<file path="src/rtl/dmem_mmio_responder_pkg.sv">
// Shared constants for the dmem/MMIO responder: register map, STATUS layout, decode prefix.
// No logic; imported by the interface, top and TX FIFO.
package dmem_mmio_pkg;

    localparam logic [7:0]  MMIO_PREFIX  = 8'hFF;

    localparam logic [11:0] ADDR_TX_DATA = 12'hFF0;
    localparam logic [11:0] ADDR_STATUS  = 12'hFF1;
    localparam logic [11:0] ADDR_CYCLES  = 12'hFF2;
    localparam logic [11:0] ADDR_SCRATCH = 12'hFF3;

    localparam int STAT_EMPTY   = 0;
    localparam int STAT_FULL    = 1;
    localparam int STAT_OVF     = 2;
    localparam int STAT_OCC_LSB = 8;
    localparam int STAT_OCC_W   = 8;

    function automatic logic is_mmio(input logic [11:0] addr);
        return addr[11:4] == MMIO_PREFIX;
    endfunction

endpackage

</file>
<file path="src/rtl/dmem_mmio_responder_if.sv">
// Processor data port, dmem syncram port and TX byte stream bundled as one bus.
// slave = responder view, master = processor/memory/consumer environment view.
interface dmem_mmio_responder_if;
    logic [11:0] cpu_address;
    logic [31:0] cpu_data;
    logic        cpu_wren;
    logic [31:0] cpu_q;
    logic [11:0] mem_address;
    logic [31:0] mem_data;
    logic        mem_wren;
    logic [31:0] mem_q;
    logic [7:0]  tx_data;
    logic        tx_valid;
    logic        tx_ready;

    modport slave (
        input  cpu_address, cpu_data, cpu_wren, mem_q, tx_ready,
        output cpu_q, mem_address, mem_data, mem_wren, tx_data, tx_valid
    );

    modport master (
        output cpu_address, cpu_data, cpu_wren, mem_q, tx_ready,
        input  cpu_q, mem_address, mem_data, mem_wren, tx_data, tx_valid
    );
endinterface

</file>
<file path="src/rtl/dmem_mmio_responder_tx_fifo.sv">
// Byte FIFO for the TX stream; head is registered storage at the read pointer, push visible next cycle.
// A push into a full FIFO is accepted only when a pop happens in the same cycle; otherwise the caller sees it dropped.
module tx_fifo #(
    parameter int TX_DEPTH = 8
) (
    input  logic                        clock,
    input  logic                        reset,
    input  logic                        push,
    input  logic [7:0]                  push_data,
    input  logic                        pop,
    output logic [7:0]                  head,
    output logic                        empty,
    output logic                        full,
    output logic [$clog2(TX_DEPTH):0]   count
);
    localparam int PW = $clog2(TX_DEPTH);

    logic [7:0]    store_q [TX_DEPTH];
    logic [PW-1:0] wr_ptr_q, wr_ptr_d;
    logic [PW-1:0] rd_ptr_q, rd_ptr_d;
    logic [PW:0]   count_q, count_d;
    logic          wr_en, rd_en;

    assign empty = (count_q == '0);
    assign full  = (count_q == (PW+1)'(TX_DEPTH));
    assign count = count_q;
    assign head  = store_q[rd_ptr_q];

    assign rd_en = pop & ~empty;
    assign wr_en = push & (~full | rd_en);

    always_comb begin
        wr_ptr_d = wr_ptr_q;
        rd_ptr_d = rd_ptr_q;
        count_d  = count_q;
        if (wr_en) wr_ptr_d = wr_ptr_q + PW'(1);
        if (rd_en) rd_ptr_d = rd_ptr_q + PW'(1);
        case ({wr_en, rd_en})
            2'b10:   count_d = count_q + (PW+1)'(1);
            2'b01:   count_d = count_q - (PW+1)'(1);
            default: count_d = count_q;
        endcase
    end

    // Storage is reset too so tx_data reads 0 out of reset.
    always_ff @(posedge clock or negedge reset) begin
        if (!reset) begin
            for (int i = 0; i < TX_DEPTH; i++) store_q[i] <= '0;
            wr_ptr_q <= '0;
            rd_ptr_q <= '0;
            count_q  <= '0;
        end else begin
            if (wr_en) store_q[wr_ptr_q] <= push_data;
            wr_ptr_q <= wr_ptr_d;
            rd_ptr_q <= rd_ptr_d;
            count_q  <= count_d;
        end
    end
endmodule

</file>
<file path="src/rtl/dmem_mmio_responder.sv">
// dmem passthrough with MMIO block at 0xFF0-0xFFF; one-cycle read latency for both paths. Optional macro MMIO_CYCLE_COUNTER_EN.
// TX stream is valid/ready; tx_valid depends only on registered FIFO state, writes to a full FIFO drop and set overflow.
module dmem_mmio_responder
    import dmem_mmio_pkg::*;
#(
    parameter int TX_DEPTH = 8
) (
    input  logic                     clock,
    input  logic                     reset,
    dmem_mmio_responder_if.slave     bus
);
    localparam int CW = $clog2(TX_DEPTH) + 1;

    logic          mmio_hit, mmio_wr;
    logic          push, pop, status_wr, drop;
    logic          fifo_empty, fifo_full;
    logic [CW-1:0] fifo_count;
    logic [7:0]    fifo_head;
    logic [31:0]   status, cycles, rd_val;

    logic          ovf_q, ovf_d;
    logic [31:0]   scratch_q, scratch_d;
    logic          sel_q;
    logic [31:0]   mmio_q;

    assign mmio_hit        = is_mmio(bus.cpu_address);
    assign mmio_wr         = bus.cpu_wren & mmio_hit;
    assign bus.mem_address = bus.cpu_address;
    assign bus.mem_data    = bus.cpu_data;
    assign bus.mem_wren    = bus.cpu_wren & ~mmio_hit;

    assign push      = mmio_wr & (bus.cpu_address == ADDR_TX_DATA);
    assign status_wr = mmio_wr & (bus.cpu_address == ADDR_STATUS);
    assign pop       = bus.tx_valid & bus.tx_ready;
    assign drop      = push & fifo_full & ~pop;

    tx_fifo #(.TX_DEPTH(TX_DEPTH)) u_tx_fifo (
        .clock     (clock),
        .reset     (reset),
        .push      (push),
        .push_data (bus.cpu_data[7:0]),
        .pop       (pop),
        .head      (fifo_head),
        .empty     (fifo_empty),
        .full      (fifo_full),
        .count     (fifo_count)
    );

    assign bus.tx_valid = ~fifo_empty;
    assign bus.tx_data  = fifo_head;

`ifdef MMIO_CYCLE_COUNTER_EN
    logic [31:0] cyc_q;
    always_ff @(posedge clock or negedge reset) begin
        if (!reset) cyc_q <= '0;
        else        cyc_q <= cyc_q + 32'd1;
    end
    assign cycles = cyc_q;
`else
    assign cycles = '0;
`endif

    always_comb begin
        status                                = '0;
        status[STAT_EMPTY]                    = fifo_empty;
        status[STAT_FULL]                     = fifo_full;
        status[STAT_OVF]                      = ovf_q;
        status[STAT_OCC_LSB +: STAT_OCC_W]    = STAT_OCC_W'(fifo_count);
    end

    // Read value is taken from pre-edge state, so a same-cycle write is not visible.
    always_comb begin
        case (bus.cpu_address)
            ADDR_STATUS:  rd_val = status;
            ADDR_CYCLES:  rd_val = cycles;
            ADDR_SCRATCH: rd_val = scratch_q;
            default:      rd_val = '0;
        endcase
    end

    always_comb begin
        ovf_d     = ovf_q;
        scratch_d = scratch_q;
        if (status_wr) ovf_d = 1'b0;
        if (drop)      ovf_d = 1'b1;
        if (mmio_wr && bus.cpu_address == ADDR_SCRATCH) scratch_d = bus.cpu_data;
    end

    always_ff @(posedge clock or negedge reset) begin
        if (!reset) begin
            ovf_q     <= 1'b0;
            scratch_q <= '0;
            sel_q     <= 1'b0;
            mmio_q    <= '0;
        end else begin
            ovf_q     <= ovf_d;
            scratch_q <= scratch_d;
            sel_q     <= mmio_hit;
            mmio_q    <= rd_val;
        end
    end

    assign bus.cpu_q = sel_q ? mmio_q : bus.mem_q;
endmodule

</file>
<file path="src/flat_wrapper.sv">
// flat-port wrapper written by rule: the top's interface ports become plain ports
module dmem_mmio_responder_flat import dmem_mmio_pkg::*;
#(
    parameter int TX_DEPTH = 8
)
  (clock, reset, bus_cpu_address, bus_cpu_data, bus_cpu_wren, bus_mem_q, bus_tx_ready, bus_cpu_q, bus_mem_address, bus_mem_data, bus_mem_wren, bus_tx_data, bus_tx_valid);
  dmem_mmio_responder_if bus_i ();
  input  logic clock;
  input  logic reset;
  input wire logic [$bits(bus_i.cpu_address)-1:0] bus_cpu_address;
  input wire logic [$bits(bus_i.cpu_data)-1:0] bus_cpu_data;
  input wire logic [$bits(bus_i.cpu_wren)-1:0] bus_cpu_wren;
  input wire logic [$bits(bus_i.mem_q)-1:0] bus_mem_q;
  input wire logic [$bits(bus_i.tx_ready)-1:0] bus_tx_ready;
  output wire logic [$bits(bus_i.cpu_q)-1:0] bus_cpu_q;
  output wire logic [$bits(bus_i.mem_address)-1:0] bus_mem_address;
  output wire logic [$bits(bus_i.mem_data)-1:0] bus_mem_data;
  output wire logic [$bits(bus_i.mem_wren)-1:0] bus_mem_wren;
  output wire logic [$bits(bus_i.tx_data)-1:0] bus_tx_data;
  output wire logic [$bits(bus_i.tx_valid)-1:0] bus_tx_valid;
  assign bus_i.cpu_address = bus_cpu_address;
  assign bus_i.cpu_data = bus_cpu_data;
  assign bus_i.cpu_wren = bus_cpu_wren;
  assign bus_i.mem_q = bus_mem_q;
  assign bus_i.tx_ready = bus_tx_ready;
  assign bus_cpu_q = bus_i.cpu_q;
  assign bus_mem_address = bus_i.mem_address;
  assign bus_mem_data = bus_i.mem_data;
  assign bus_mem_wren = bus_i.mem_wren;
  assign bus_tx_data = bus_i.tx_data;
  assign bus_tx_valid = bus_i.tx_valid;
  dmem_mmio_responder #(.TX_DEPTH(TX_DEPTH)) u_core (.clock(clock), .reset(reset), .bus(bus_i));
endmodule
</file>
<file path="config.mk">
export PLATFORM = sky130hd
export DESIGN_NAME = dmem_mmio_responder_flat
export DESIGN_NICKNAME = d
export VERILOG_FILES = /design/src/rtl/dmem_mmio_responder_pkg.sv /design/src/rtl/dmem_mmio_responder_if.sv /design/src/rtl/dmem_mmio_responder_tx_fifo.sv /design/src/rtl/dmem_mmio_responder.sv /design/src/flat_wrapper.sv
export SDC_FILE = /design/constraint.sdc
export NUM_CORES = 1
export LEC_CHECK = 0
export BUFFER_PORTS_ARGS = -buffer_cell sky130_fd_sc_hd__buf_2
export CAP_MARGIN = 0
export CORE_MARGIN = 5
export CORE_UTILIZATION = 53
export DETAILED_ROUTE_END_ITERATION = 16
export PLACE_DENSITY = 0.89
export REMOVE_ABC_BUFFERS = 1
export SKIP_LAST_GASP = 1
export SLEW_MARGIN = 0
export SYNTH_ARGS = -nofsm -noshare
export SYNTH_HDL_FRONTEND = slang
export SYNTH_SLANG_ARGS = --single-unit
</file>
<file path="constraint.sdc">
create_clock -name clock -period 2.8 [get_ports clock]
set_input_delay 0.14 -clock clock [delete_from_list [all_inputs] [get_ports clock]]
set_output_delay 0.14 -clock clock [all_outputs]
set_load 0.02 [all_outputs]
</file>
==> results.cfg, run 1 <==
[outcome]
outcome = finished, final reports clean

[clock_network]
cts_max_path_buffers = 2
clockRootBuffer = clkbuf_16
path_clk_slew_ns = 0.06
cts_tree = done
htreeDepth = 4
clock_latency_ns = 0.42
cts.sinks = 140
cts_setup_buffers = 0
cts_buffers = 17

[timing]
final-max-slew-violation-count = 0
max_freq_ghz = 0.3795
fin_crit_ns = 2.635
hold_ws_ns = 0.06099
rsz0062_at_grt = no
hold_viol_final = 0
setup_viol = 0
slew_headroom_pct = 41.79
period_share_pct = 94.10
setup_tns_ns = 0
setup_ws_ns = 0.1651
finalClockSkew_ns = 0.005574
worstMarginPinSlew_ns = 0.8732

[synth]
syn_area_per_cell_um2 = 14.51
synth_area_leaders = dfrtp_1 (54%), mux2_2 (23%), mux4_2 (5.5%)
yosysWarningCount = 0
synth_common_cells = dfrtp_1 (140), mux2_2 (135), buf_4 (44)
synth_largest_area_cell = dfrtp_1
synth.most_common_cell = dfrtp_1
ys_seq_area_share_pct = 53.55
synth_top_cell_area_share_pct = 53.55
netlist_instances = 451
synth-seq-cells = 140
synth_cell_type_count = 41
synth-edff-count = 0
syn-cell-area_um2 = 6543
synth-async-reset-ratio_pct = 100.0
synth_ff_type = dfrtp_1

[detailed_routing]
wl_um = 16880
via_per_inst = 5.538
dr_total_vias = 4375
drt_iter0_drc = 410
drcViolationCount = 0
wl_per_cell_um = 21.37
dr.pass1.iters = 7
ant_nets = 0

[worst_setup_path]
cpMaxStageDelayCell = or3_1
cp_data_required_time_ns = 3.10
endpoint_kind = flip-flop
path_cells = or3_1 -> o21ai_1 -> nor2_1 -> ha_1 -> a21o_1 -> a21oi_2 -> or3_1 -> a21oi_1 -> a311o_1
slowest_delay_ns = 0.48
cpLargestDelayFamily = compound AO/OA/AOI/OAI gates
startpoint_type = flip-flop
cp_num_buf_inv = 0
critical_path.max_fanout = 5
path_class = flip-flop to flip-flop
crit_path_frequent_cell = or3_1
worstPathArrival_ns = 2.93

[power_and_ir_drop]
p_int_mw = 3.955
pwr-share-seq_pct = 41.6
p_leak_nw = 4.164
power_switching_mw = 1.410
p_clk_share_pct = 43.6
comb_power_share_pct = 14.9
total_power_mw = 5.365
powerDensity_nw_per_um2 = 659.0
swShare_pct = 26.28
peakVddDrop_mv = 0.3781

[layout]
post-route-util_pct = 67.49
syn_to_final_growth_pct = 24.42
final_layout_size_suffix_gt1_share_pct = 59.29
final_cells = 790
fin_nets = 692
n_fill_cell = 778
final_cell_area_um2 = 8140

[grt]
antenna_found_initial = 2
grt_first_pass_wirelength_um = 25680
grt_overflow_total = 0
grt_use_total_pct = 23.08
grt_pass1_vias = 4619
grt_max_degree = 82

[die]
die_h_um = 121.1
dieArea_um2 = 14670
coreArea_um2 = 12060
ios = 166
rows = 40
die_width_um = 121.1
start_util_pct = 54.24

[placed_design]
pre_cts_ws_ns = 0.07524
place_congestion = 0.8030
dpl_cell_area_um2 = 7264
dp.cells = 731
port_buffers = 165
place_hpwl_um = 10530

[min_path]
hp-class = primary input to flip-flop

[flow_run]
cap_violations = 0
-- flip-flops by register name, summed over array words and instances, names as in the netlist --
signal and flops:
u_core.mmio_q 32, u_core.u_tx_fifo.store_q 64, u_core.u_tx_fifo.rd_ptr_q 3, u_core.ovf_q 1, u_core.scratch_q 32, u_core.u_tx_fifo.count 4
u_core.u_tx_fifo.wr_ptr_q 3, u_core.sel_q 1
-- final timing paths --
path / from / to / slack (ns) / cells past startpoint
worst max register to register: u_core.u_tx_fifo.count[2]$_DFFE_PN0P_ / u_core.u_tx_fifo.count[3]$_DFFE_PN0P_ / 0.17 / 9
worst min register to register: u_core.scratch_q[7]$_DFFE_PN0P_ / u_core.mmio_q[7]$_DFF_PN0_ / 0.47 / 1
worst min-delay path: bus_tx_ready / u_core.u_tx_fifo.rd_ptr_q[2]$_DFFE_PN0P_ / 0.06 / 3
max in group asynchronous: reset / u_core.mmio_q[21]$_DFF_PN0_ / 1.72 / 3
worst max-delay path: u_core.u_tx_fifo.count[2]$_DFFE_PN0P_ / u_core.u_tx_fifo.count[3]$_DFFE_PN0P_ / 0.17 / 9
min in group asynchronous: reset / u_core.u_tx_fifo.store_q[47]$_DFFE_PN0P_ / 0.30 / 2
-- power groups by stage --
stage | combinational, mW | sequential, mW | clock [mW]
detailed placement | 0.757 | 2.26 | 0
finish | 0.797 | 2.23 | 2.34
floorplan | 0.372 | 2.26 | 0
global placement | 0.726 | 2.25 | 0
global route | 0.874 | 2.24 | 2.43
CTS | 0.789 | 2.23 | 2.35
-- worst min-delay path, cell delays in order --
cell	delay (ns)
buf_2	0.14
nand3_1	0.09
xnor2_1	0.06
-- timing repair --
item                                    4_1_cts  5_1_grt
hold buffers                                 25        0
endpoints found under the setup margin        0        1
resized for setup                             0        2
hold endpoints to repair                    104        0
-- cell type report --
type | count | area (um^2) | share of cell area [%]
flip-flops and latches | 140 | 3503 | 43.04
multi-input cells | 243 | 2600 | 31.94
repair buffers | 201 | 1190 | 14.62
clock buffers | 19 | 442.9 | 5.441
well taps | 168 | 210.2 | 2.582
clock inverters | 12 | 171.4 | 2.106
inverters | 4 | 15.01 | 0.1844
diodes | 3 | 7.507 | 0.09222
-- kinds of logic (layout without fill, tap and decap cells) --
family                     Yosys count  count (layout)  synth area share (%)
AOI/OAI and AO/OA                   14              14                 1.664
muxes                              156             156                 29.59
xor gates and xnor gates             6               6                0.8032
adders and majority gates            5               5                 1.071
other                                0               3                     0
buffers and inverters               68             236                 6.770
and+or+nand+nor                     62              62                 6.560
DFF                                140             140                 53.55
-- layout by cell type, fill, tap and decap left out, types with 3 or more instances in the layout --
cell | synthesis | routed
a22o_1 | 7 | 7
and2_1 | 25 | 25
buf_2 | 0 | 164
buf_4 | 44 | 9
bufinv_16 | 0 | 4
clkbuf_16 | 0 | 17
clkinv_2 | 0 | 4
clkinvlp_4 | 0 | 3
dfrtp_1 | 140 | 140
diode_2 | 0 | 3
dlygate4sd3_1 | 0 | 25
ha_1 | 4 | 4
inv_1 | 4 | 4
mux2_1 | 4 | 4
mux2_2 | 135 | 135
mux4_2 | 16 | 16
nand2_1 | 5 | 5
nand4_1 | 3 | 3
nor2_1 | 5 | 5
xnor2_1 | 5 | 5
-- layer usage --
| layer | track usage (%) | vias to the layer above | share of wire [%] |
|---|---|---|---|
| met1 | 27.60 | 2248 | 38 |
| li1 | - | 1889 | - |
| met2 | 38.94 | 196 | 51 |
| met3 | 5.641 | 42 | 7.6 |
| met5 | 0 | - | 0 |
| met4 | 11.40 | 0 | 3.4 |
Note: power is estimated with default switching activity, not from simulation.
==> inputs of run 2 (changes only) <==
--- a/config.mk
+++ b/config.mk
@@ -10,6 +10,7 @@
 export CORE_MARGIN = 5
 export CORE_UTILIZATION = 53
 export DETAILED_ROUTE_END_ITERATION = 16
+export GPL_TIMING_DRIVEN = 0
 export PLACE_DENSITY = 0.89
 export REMOVE_ABC_BUFFERS = 1
 export SKIP_LAST_GASP = 1
==> constraint.sdc (replaced) <==
create_clock -name clock -period 2.8 [get_ports clock]
set_input_delay 0.14 -clock clock [delete_from_list [all_inputs] [get_ports clock]]
set_output_delay 0.14 -clock clock [all_outputs]
set_load 0.1 [all_outputs]
==> run 2 against run 1 <==
Net effect:
- via count decreased by 2.9%
- critical path depth unchanged
- clock power increased by 9.4%
- cell count decreased by 1.1%
- critical endpoint unchanged
- largest cell class unchanged
==> results.cfg, run 2 (synthesis results as in run 1) <==
[grt]
grt_use_total_pct = 22.05
grt_overflow_total = 0
grt_first_pass_wirelength_um = 24580
grt_max_degree = 79
grt_pass1_vias = 4570
antenna_found_initial = 2

[timing]
final-max-slew-violation-count = 0
slew_headroom_pct = 10.63
rsz0062_at_grt = no
finalClockSkew_ns = 0.005655
fin_crit_ns = 2.655
period_share_pct = 94.81
setup_viol = 0
hold_viol_final = 0
worstMarginPinSlew_ns = 1.341
max_freq_ghz = 0.3767

[power_and_ir_drop]
pwr-share-seq_pct = 38.8
powerDensity_nw_per_um2 = 731.3
peakVddDrop_mv = 0.3745
total_power_mw = 5.982
p_clk_share_pct = 42.8
p_int_mw = 4.192
power_switching_mw = 1.790
p_leak_nw = 4.162
swShare_pct = 29.93
comb_power_share_pct = 18.5

[detailed_routing]
ant_nets = 0
drt_iter0_drc = 314
wl_um = 15730
dr_total_vias = 4247
wl_per_cell_um = 20.14
via_per_inst = 5.438
drcViolationCount = 0
dr.pass1.iters = 4

[layout]
largest_reg_flops = 64
n_fill_cell = 762
fin_nets = 683
reg_top3 = u_core.u_tx_fifo.store_q: 64 flops, u_core.mmio_q: 32 flops, u_core.scratch_q: 32 flops
final_common_cell = buf_2
final_cell_mix = buf_2 (164), dfrtp_1 (139), mux2_2 (135), and2_1 (25), dlygate4sd3_1 (25)
final_cells = 781
regMostFlops = u_core.u_tx_fifo.store_q
final_layout_size_suffix_gt1_share_pct = 59.25
post-route-util_pct = 67.81
syn_to_final_growth_pct = 25.01

[worst_setup_path]
startpoint_type = flip-flop
critical_path.max_fanout = 5
cp_data_required_time_ns = 3.10
path_class = flip-flop to flip-flop
endpoint_kind = flip-flop
worstPathArrival_ns = 2.95
r2r_slack_ns = 0.15

[placed_design]
dp.cells = 721
place_hpwl_um = 10210
port_buffers = 165
place_congestion = 0.7943

[clock_network]
htreeDepth = 4
cts_max_path_buffers = 2
cts_tree = done
cts_setup_buffers = 0
cts_buffers = 17
path_clk_slew_ns = 0.06
clock_latency_ns = 0.42
cts.sinks = 140
clockRootBuffer = clkbuf_16

[die]
dieArea_um2 = 14670
ios = 166
die_width_um = 121.1
coreArea_um2 = 12060
start_util_pct = 54.24
rows = 40
die_h_um = 121.1

[min_path]
hp-class = primary input to flip-flop

[outcome]
outcome = finished, final reports clean

[flow_run]
cap_violations = 0
==> run 2: through the flow <==
step | setup WS (ns) | setup TNS, ns | hold WS (ns) | area, um^2
finish | 0.1454 | 0 | 0.05308 | 8179
floorplan | 0.1896 | 0 | -0.1556 | 6115
global route | 0.007844 | 0 | 0.05402 | 8179
CTS | -0.1088 | -0.1088 | 0.03456 | 8120
detailed placement | -0.3006 | -6.174 | 0.1580 | 7184
global placement | -0.1419 | -22.74 | 0.3860 | 7151
==> run 2: final timing paths <==
kind / startpoint / endpoint / cells after the start
worst max-delay path: u_core.u_tx_fifo.count[2]$_DFFE_PN0P_ / u_core.u_tx_fifo.count[3]$_DFFE_PN0P_ / 9
worst min-delay path: bus_cpu_wren / u_core.ovf_q$_DFFE_PN0P_ / 3
worst max register to register: u_core.u_tx_fifo.count[2]$_DFFE_PN0P_ / u_core.u_tx_fifo.count[3]$_DFFE_PN0P_ / 9
worst min register to register: u_core.scratch_q[27]$_DFFE_PN0P_ / u_core.mmio_q[27]$_DFF_PN0_ / 1
max in group asynchronous: reset / u_core.u_tx_fifo.rd_ptr_q[0]$_DFFE_PN0P_ / 3
min in group asynchronous: reset / u_core.u_tx_fifo.store_q[39]$_DFFE_PN0P_ / 2
==> run 2: timing repair <==
action                     in CTS  in global routing
pin swaps                       0                  0
resized for setup               2                  4
hold endpoints to repair       86                  0
setup endpoints to repair       9                  1
cloned                          0                  0
hold buffers                   25                  0
==> run 2: power by group through the flow <==
stage	registers, mW	clock network, mW	logic, mW
global route	2.33	2.69	1.16
CTS	2.31	2.59	1.08
finish	2.32	2.56	1.10
floorplan	2.26	0	0.557
detailed placement	2.35	0	1.05
global placement	2.33	0	1.01
==> run 2: per-layer routing <==
layer / GRT usage [%] / wire, um / up-vias
met3: 5.688 / 1067 / 32
met1: 25.83 / 5972 / 2170
met2: 38.35 / 8353 / 165
met4: 9.348 / 334 / 0
li1: - / - / 1880
met5: 0 / 0 / -
==> run 2: final cells by class <==
cell class	instances	area (um^2)	share of cell area, %
multi-input combinational	243	2623	32.06
clock buffer	22	474.2	5.798
sequential	140	3505	42.85
tap	168	210.2	2.570
clock inverter	10	210.2	2.570
antenna	2	5.005	0.06119
timing repair buffer	192	1137	13.91
inverter	4	15.01	0.1836
==> run 2: critical path: stages, from the launching register on <==
cell,delay (ns)
dfrtp_1,0.45
or3_4,0.46
o21ai_4,0.21
nor2_1,0.13
ha_1,0.32
a21o_1,0.21
a21oi_2,0.23
or3_1,0.17
a21oi_1,0.07
a311o_1,0.28
